--- src/rtl/sprite_row_sequencer_if.sv ---
// Beam, sprite-ROM and pixel-out bundle for sprite_row_sequencer.
// slave: the sequencer side; master: timing gen / ROM / colour mux side.
// Signals: pixel_tick, video_on, hcount, vcount, sprite_x, sprite_y,
//   rom_row, rom_rgb, pix_rgb, pix_valid, busy.
interface sprite_row_sequencer_if #(
   parameter int SPR_W = 40
);
   logic                  pixel_tick;
   logic                  video_on;
   logic [9:0]            hcount;
   logic [9:0]            vcount;
   logic [9:0]            sprite_x;
   logic [9:0]            sprite_y;
   logic [4:0]            rom_row;
   logic [SPR_W*12-1:0]   rom_rgb;
   logic [11:0]           pix_rgb;
   logic                  pix_valid;
   logic                  busy;

   modport slave (
      input  pixel_tick, video_on, hcount, vcount,
      input  sprite_x, sprite_y, rom_rgb,
      output rom_row, pix_rgb, pix_valid, busy
   );

   modport master (
      output pixel_tick, video_on, hcount, vcount,
      output sprite_x, sprite_y, rom_rgb,
      input  rom_row, pix_rgb, pix_valid, busy
   );
endinterface

--- src/rtl/sprite_row_sequencer.sv ---
// Streams one sprite ROM row per scan line into the VGA pixel path.
// Ports: clk, rst_n (async active-low), bus (sprite_row_sequencer_if.slave).
// Option: define SPRITE_TRANSPARENCY_EN to turn 12'hFFF pixels transparent.
module sprite_row_sequencer #(
   parameter int SPR_W = 40,
   parameter int SPR_H = 30
) (
   input  logic                   clk,
   input  logic                   rst_n,
   sprite_row_sequencer_if.slave  bus
);
   localparam int RW = SPR_W * 12;
   localparam int CW = $clog2(SPR_W);

   typedef enum logic [1:0] {
      IDLE,
      FETCH,
      SHIFT
   } state_e;

   state_e          state_q, state_d;
   logic [4:0]      rom_row_q, rom_row_d;
   logic [11:0]     pix_rgb_q, pix_rgb_d;
   logic            pix_valid_q, pix_valid_d;
   logic [RW-1:0]   shreg_q, shreg_d;
   logic [CW-1:0]   col_q, col_d;

   logic [9:0]      dy;
   logic [9:0]      trig_col;
   logic            v_hit;
   logic            trig;
   logic [11:0]     pix;

   // Modulo-1024 arithmetic: sprite_x = 0 maps to 1023 and never fires.
   assign dy       = bus.vcount - bus.sprite_y;
   assign trig_col = bus.sprite_x - 10'd1;
   assign v_hit    = dy < 10'(SPR_H);
   assign trig     = v_hit && (bus.hcount == trig_col);
   assign pix      = shreg_q[RW-1 -: 12];

   always_ff @(posedge clk or negedge rst_n) begin
      if (!rst_n) begin
         state_q     <= IDLE;
         rom_row_q   <= '0;
         pix_rgb_q   <= '0;
         pix_valid_q <= 1'b0;
         shreg_q     <= '0;
         col_q       <= '0;
      end else begin
         state_q     <= state_d;
         rom_row_q   <= rom_row_d;
         pix_rgb_q   <= pix_rgb_d;
         pix_valid_q <= pix_valid_d;
         shreg_q     <= shreg_d;
         col_q       <= col_d;
      end
   end

   always_comb begin
      state_d     = state_q;
      rom_row_d   = rom_row_q;
      pix_rgb_d   = pix_rgb_q;
      pix_valid_d = pix_valid_q;
      shreg_d     = shreg_q;
      col_d       = col_q;

      if (bus.pixel_tick && !bus.video_on) begin
         // Leaving the visible area clips the row; rom_row is kept.
         state_d     = IDLE;
         pix_valid_d = 1'b0;
         pix_rgb_d   = '0;
      end else begin
         unique case (state_q)
            IDLE: begin
               if (bus.pixel_tick) begin
                  pix_valid_d = 1'b0;
                  pix_rgb_d   = '0;
                  if (trig) begin
                     rom_row_d = dy[4:0];
                     col_d     = '0;
                     state_d   = FETCH;
                  end
               end
            end
            FETCH: begin
               // ROM data for the new row address is valid one clock on.
               shreg_d = bus.rom_rgb;
               state_d = SHIFT;
               if (bus.pixel_tick) begin
                  pix_valid_d = 1'b0;
                  pix_rgb_d   = '0;
               end
            end
            SHIFT: begin
               if (bus.pixel_tick) begin
`ifdef SPRITE_TRANSPARENCY_EN
                  pix_valid_d = (pix != 12'hFFF);
                  pix_rgb_d   = (pix == 12'hFFF) ? 12'h000 : pix;
`else
                  pix_valid_d = 1'b1;
                  pix_rgb_d   = pix;
`endif
                  shreg_d = shreg_q << 12;
                  col_d   = col_q + CW'(1);
                  if (col_q == CW'(SPR_W - 1)) begin
                     state_d = IDLE;
                  end
               end
            end
            default: state_d = IDLE;
         endcase
      end
   end

   assign bus.rom_row   = rom_row_q;
   assign bus.pix_rgb   = pix_rgb_q;
   assign bus.pix_valid = pix_valid_q;
   assign bus.busy      = (state_q != IDLE);
endmodule

--- src/flat_wrapper.sv ---
// flat-port wrapper written by rule: the top's interface ports become plain ports
module sprite_row_sequencer_flat 
#(
   parameter int SPR_W = 40,
   parameter int SPR_H = 30
)
  (clk, rst_n, bus_pixel_tick, bus_video_on, bus_hcount, bus_vcount, bus_sprite_x, bus_sprite_y, bus_rom_rgb, bus_rom_row, bus_pix_rgb, bus_pix_valid, bus_busy);
  sprite_row_sequencer_if #(.SPR_W(SPR_W)) bus_i ();
  input  logic clk;
  input  logic rst_n;
  input wire logic [$bits(bus_i.pixel_tick)-1:0] bus_pixel_tick;
  input wire logic [$bits(bus_i.video_on)-1:0] bus_video_on;
  input wire logic [$bits(bus_i.hcount)-1:0] bus_hcount;
  input wire logic [$bits(bus_i.vcount)-1:0] bus_vcount;
  input wire logic [$bits(bus_i.sprite_x)-1:0] bus_sprite_x;
  input wire logic [$bits(bus_i.sprite_y)-1:0] bus_sprite_y;
  input wire logic [$bits(bus_i.rom_rgb)-1:0] bus_rom_rgb;
  output wire logic [$bits(bus_i.rom_row)-1:0] bus_rom_row;
  output wire logic [$bits(bus_i.pix_rgb)-1:0] bus_pix_rgb;
  output wire logic [$bits(bus_i.pix_valid)-1:0] bus_pix_valid;
  output wire logic [$bits(bus_i.busy)-1:0] bus_busy;
  assign bus_i.pixel_tick = bus_pixel_tick;
  assign bus_i.video_on = bus_video_on;
  assign bus_i.hcount = bus_hcount;
  assign bus_i.vcount = bus_vcount;
  assign bus_i.sprite_x = bus_sprite_x;
  assign bus_i.sprite_y = bus_sprite_y;
  assign bus_i.rom_rgb = bus_rom_rgb;
  assign bus_rom_row = bus_i.rom_row;
  assign bus_pix_rgb = bus_i.pix_rgb;
  assign bus_pix_valid = bus_i.pix_valid;
  assign bus_busy = bus_i.busy;
  sprite_row_sequencer #(.SPR_W(SPR_W), .SPR_H(SPR_H)) u_core (.clk(clk), .rst_n(rst_n), .bus(bus_i));
endmodule
--- config.mk ---
export PLATFORM = sky130hd
export DESIGN_NAME = sprite_row_sequencer_flat
export DESIGN_NICKNAME = d
export VERILOG_FILES = /design/src/rtl/sprite_row_sequencer_if.sv /design/src/rtl/sprite_row_sequencer.sv /design/src/flat_wrapper.sv
export SDC_FILE = /design/constraint.sdc
export NUM_CORES = 1
export LEC_CHECK = 0
export CAP_MARGIN = 20
export CORE_ASPECT_RATIO = 0.9
export CORE_UTILIZATION = 46
export DETAILED_ROUTE_END_ITERATION = 12
export MAX_ROUTING_LAYER = met4
export PLACE_DENSITY = 0.76
export SYNTH_ARGS = -nofsm -noshare
export SYNTH_HDL_FRONTEND = slang
export SYNTH_SLANG_ARGS = --single-unit
--- constraint.sdc ---
create_clock -name clk -period 2.27 [get_ports clk]
set_input_delay 0.454 -clock clk [delete_from_list [all_inputs] [get_ports clk]]
set_output_delay 0.454 -clock clk [all_outputs]
set_load 0.01 [all_outputs]
### Word-level counts from Yosys, hierarchy flattened

Index checks and enable logic that the tools add are counted.

| operators by class | value |
|---|---|
| $lt $le $gt $ge | 1 |
| eq/ne operators | 12 |
| reduce and logical (&&, ||, !) cells | 14 |
| add/sub/neg operators | 3 |
| muxes and demuxes | 20 |
| bitwise operators | 1 |

Operators with widths:

| operator | count |
|---|---|
| $pmux 480 s2 | 1 |
| $mux 480 | 1 |
| $mux 12 | 3 |
| $pmux 12 s2 | 1 |
| $mux 6 | 3 |
| $pmux 6 s2 | 1 |
| $eq 10x10->1 | 1 |
| $lt 10x5->1 const B | 1 |
| $mux 2 | 5 |
| $sub 10x1->10 const B | 1 |
| $sub 10x10->10 | 1 |
| $ne 3x1->1 const B | 3 |
| $reduce_and 4->1 | 2 |
| $add 6x1->6 const B | 1 |
| $eq 6x6->1 const B | 1 |
| $ne 3x2->1 const B | 2 |
| $pmux 2 s3 | 1 |
| $reduce_and 3->1 | 2 |
| $reduce_bool 2->1 | 3 |
| $reduce_and 5->1 | 1 |
| $ne 2x2->1 const B | 2 |
| $mux 1 | 3 |
| $reduce_bool 3->1 | 1 |
| $eq 2x1->1 const B | 1 |
| other kinds (8) | 9 |

| word-level totals | value |
|---|---|
| bits of input ports | 524 |
| output and inout port bits | 19 |
| register bits | 506 |
| logic and storage cells | 57 |

### Longest topological paths before layout

| logic depth | value |
|---|---|
| depth after elaboration | 7 |
| depth in mapped cells | 12 |
| gate-level depth less buffers | 11 |

### Worst setup path after synthesis

OpenSTA, ideal clock, no wires.

| timing path | value |
|---|---|
| kind | input -> register |
| start point | input port bus_vcount[0] |
| end point | register u_core.rom_row_q[1] (netlist: u_core.bus.rom_row[1]) |
| arrival time | 2.956 ns |
| setup time | 0.128 ns |
| data required time | 2.142 ns |
| buffers on the path | 0 |
| cell stages on the path | 11 |
| slack | -0.814 ns |
| cells stage by stage | inv_1 > ha_1 > inv_1 > fa_1 > a211oi_1 > o21ai_1 > a2111o_1 > a32oi_1 > nand4_4 > nor2_8 > mux2_1 |

| between the ends | value |
|---|---|
| longest elaborated chain between the ends | 4 |

RTL lines:

| item | line | text |
|---|---|---|
| start, declared | flat_wrapper.sv:14 | `input wire logic [$bits(bus_i.vcount)-1:0] bus_vcount;` |
| $sub 10x10->10 * | sprite_row_sequencer.sv:35 | `assign dy = bus.vcount - bus.sprite_y;` |
| $lt 10x5->1 | sprite_row_sequencer.sv:37 | `assign v_hit = dy < 10'(SPR_H);` |
| $logic_and 1x1->1 | sprite_row_sequencer.sv:38 | `assign trig = v_hit && (bus.hcount == trig_col);` |
| $reduce_and 4->1 (no line) | -- |  |
| end signal, assigned | sprite_row_sequencer.sv:51 | `rom_row_q <= rom_row_d;` |
| end, declared | sprite_row_sequencer.sv:22 | `logic [4:0] rom_row_q, rom_row_d;` |

Every way passes the cells marked *; elsewhere a longest branch is shown, timed or not.
A chain may end at the register's enable or synchronous reset.

### Worst setup path in the final report

| timing path | value |
|---|---|
| start point | input port bus_vcount[0] |
| end point | register u_core.rom_row_q[2] (netlist: u_core.bus.rom_row[2]) |

Same word-level chain as after synthesis.

==> flow_summary_export.csv <==
group,metric,value,unit
hold_path,hp-start,"bus_sprite_y[0]",
grt,track_usage,30.4,%
yosys,ys_seq_area_share,54.6,%
sta,final-hold-violation-count,0,
sta,fin_ws,-0.135,ns
routing,avgViaCountPerCell,5.47,
placement,io_buffers,542,
yosys,synth_edf_count,0,
layout,syn_to_final_growth,38.8,%
power_and_ir_drop,power.leakage,13.5,nW
yosys,synth_flop_cell,"dfrtp_1",
status,violations,"negative setup slack",
clock_network,cts_max_level,2,
floorplan,start_util,46.9,%
sta,worst_slew_pin_slew,0.606,ns
yosys,synthAdderAreaFrac,0.680,%
routing,vias,22205,
setup_path,critPathSlowestCell,"a2111oi_4",
routing,post_drt_wl_per_cell,18.8,µm
grt,grt_first_pass_wirelength,119000,µm
yosys,yosysUniqueCellTypes,57,
floorplan,rows,77,
power_and_ir_drop,finalPower,24.0,mW
placement,hpwl,55500,µm
floorplan,core,0.0494,mm²
run,cap_violations,0,
setup_path,cpPeakStageDelay,0.41,ns
clock_network,clk_latency,0.59,ns
yosys,synth_mux_area_share,0.237,%
power_and_ir_drop,powerDensity,747,mW/mm²
grt,grt_max_degree,87,
grt,antenna_found_initial,13,
clock_network,cts_made_buffers,52,
routing,drtIter0Drc,2112,
yosys,netlist_area,0.0232,mm²
clock_network,path_clk_slew,0.06,ns
setup_path,crit_buf_inv,3,
setup_path,cp-start-kind,"input pin",
sta,finalMaxSlewViolations,0,
sta,setup_tns,-1.06,ns
yosys,syn-mean-instance-area,8.22,µm²
sta,rsz0062_at_grt,"yes",
clock_network,clock-sinks,506,
layout,fillers,4021,
layout,seq_area,0.0127,mm²
floorplan,io_pins,543,
grt,grt_pass1_vias,21931,
yosys,yosysWarnings,0,
sta,finalClockSkew,0.0200,ns
sta,setup_violations,11,
yosys,syn_inst,2822,
yosys,synth-simple-area-share,25.2,%
power_and_ir_drop,ir_drop,0.632,mV
clock_network,tritoncts,"built",
sta,fmax,416,MHz
layout,multiInputGateArea,0.00998,mm²
routing,drc,0,
hold_path,hold_class,"in2reg",
setup_path,worstPathRequired,2.74,ns
setup_path,setup.worst_path.class,"in2reg",
floorplan,dieHeight,215,µm
sta,max_slew_margin,59.6,%
yosys,synth_compound_area_share,14.9,%
setup_path,crit_start,"bus_vcount[0]",
yosys,synth-xor-area-share,0.567,%
yosys,synth-seq-cells,506,
grt,grt_overflow,0,
setup_path,r2r-start,"u_core.state_q[0]",
routing,ant_nets,0,
setup_path,cp-end-kind,"register",
floorplan,die_w,239,µm
yosys,async_reset_ff_share,100,%
layout,post_route_cells_drive_above_1_share,8.53,%
yosys,synth_top_family_by_area,"simple AND/OR/NAND/NOR gates",
clock_network,clock_path_buffers,3,
setup_path,crit_chain,"buf_6 > inv_4 > ha_4 > inv_2 > fa_2 > a211oi_4 > o21ba_4 > nor3_4 > a2111oi_4 > nand4_4 > nor2_8 > mux2_4",
setup_path,cp_max_fo,6,
setup_path,arrival,2.88,ns
routing,firstDrtPassIters,6,
layout,final_nets,3873,
floorplan,die-area,0.0513,mm²
placement,place_congestion,0.953,
clock_network,cts_root_buf,"clkbuf_16",
sta,period_share,106,%
sta,period_needed,2.40,ns
routing,routed_wl,76300,µm
setup_path,path_delay_family,"compound AO/OA/AOI/OAI gates",
yosys,synth_nets,3358,
sta,hold_ws,0.210,ns
status,outcome,"finished, violations left",
==> flip-flops by register name (all words and copies together), names as in the netlist <==
signal                cells
u_core.shreg_q          480
u_core.bus.pix_rgb       12
u_core.col_q              6
u_core.bus.rom_row        5
u_core.state_q            2
u_core.bus.pix_valid      1
==> worst paths after layout <==
kind,slack (ns),cells after the start,endpoint
max,-0.13,12,u_core.bus.rom_row[2]
min,0.21,3,u_core.bus.rom_row[0]
max reg2reg,0.25,5,u_core.bus.rom_row[2]
min reg2reg,0.47,2,u_core.shreg_q[10]
max in group asynchronous,0.96,3,u_core.shreg_q[314]
min in group asynchronous,0.40,2,u_core.shreg_q[419]
==> synthesized netlist by cell type (2+ instances only) <==
library cell,n,share of area (%)
clkbuf_1,203,3.3
o2111ai_1,2,0.076
nor3_1,6,0.13
inv_1,16,0.26
a21oi_1,9,0.19
nand3b_1,4,0.13
a211oi_1,5,0.16
nand3_1,22,0.47
o21ai_1,6,0.13
a2111o_1,2,0.097
ha_1,11,0.59
nor2b_1,3,0.081
o21a_1,4,0.13
buf_1,8,0.13
nand4_1,2,0.054
nor4_1,2,0.054
mux2_1,4,0.19
and3_1,2,0.054
nor2_1,483,7.8
xor2_1,8,0.30
a21o_1,3,0.097
xnor2_1,7,0.26
buf_2,5,0.11
nand2_1,976,16
a31oi_1,469,13
a22o_1,12,0.45
dfrtp_1,506,55
o21ai_0,6,0.13
nand2b_1,6,0.16
o22ai_1,2,0.054
o211ai_1,2,0.065
==> worst reg2reg max path, stage by stage, from the launching register on <==
cell	delay, ns
dfrtp_1	0.39
or4_4	0.53
a2111oi_4	0.26
nand4_4	0.19
nor2_8	0.21
mux2_4	0.33
==> placed cells by master, fill, tap and decap left out, types with 8 or more instances in the layout <==
| cell | n |
|---|---|
| buf_12 | 33 |
| a22o_1 | 12 |
| nand3_1 | 21 |
| diode_2 | 14 |
| clkdlybuf4s50_1 | 518 |
| clkbuf_8 | 15 |
| clkbuf_16 | 53 |
| clkinv_2 | 10 |
| nor2_1 | 481 |
| a31oi_1 | 469 |
| dlygate4sd2_1 | 8 |
| nand2_1 | 975 |
| dfrtp_1 | 506 |
| buf_4 | 96 |
==> stage by stage <==
step	setup WS [ns]	util, %	cell area [µm²]	instances
2_1_floorplan	-0.500	-	23300	2822
5_1_grt	-0.208	65.1	32200	4061
4_1_cts	-0.198	64.7	32000	4045
6_report	-0.135	65.1	32200	4061
3_5_place_dp	-1.26	60.9	30100	3946
3_3_place_gp	-1.22	60.9	30100	3946
==> power breakdown <==
part | internal [mW] | switching [mW]
clock | 4.77 | 3.67
combinational | 2.08 | 1.67
sequential | 10.8 | 1.07
total | 17.6 | 6.41
==> layer usage <==
| metal | track usage, % | routed length [µm] |
|---|---|---|
| met4 | 10.7 | 2390 |
| met5 | - | 0 |
| met3 | 4.57 | 4990 |
| met2 | 49.2 | 37400 |
| met1 | 38.9 | 31500 |
==> cell type report <==
type / instances / area share (%)
clock inverters: 19 / 0.385
multi-input cells: 2082 / 31.0
well taps: 671 / 2.61
flip-flops and latches: 506 / 39.3
repair buffers: 678 / 21.4
clock buffers: 74 / 4.83
diodes: 14 / 0.109
inverters: 17 / 0.276
==> cells by family after synthesis <==
group | Yosys count
AO/OA/AOI/OAI | 536
XOR/XNOR | 15
adder cells (fa/ha/maj) | 12
buffers and inverters | 234
flip-flops | 506
multiplexers | 5
AND/OR/NAND/NOR | 1514
==> what timing repair did <==
action                                  in CTS  in global routing
gates resized for setup                     67                 34
hold endpoints to repair                    50                  0
setup buffers                                4                  2
hold buffers                                 1                  0
endpoints found under the setup margin      13                 12
gates cloned                                 1                  0
pin swaps                                   22                 16
Note: power is estimated with default switching activity, not from simulation.
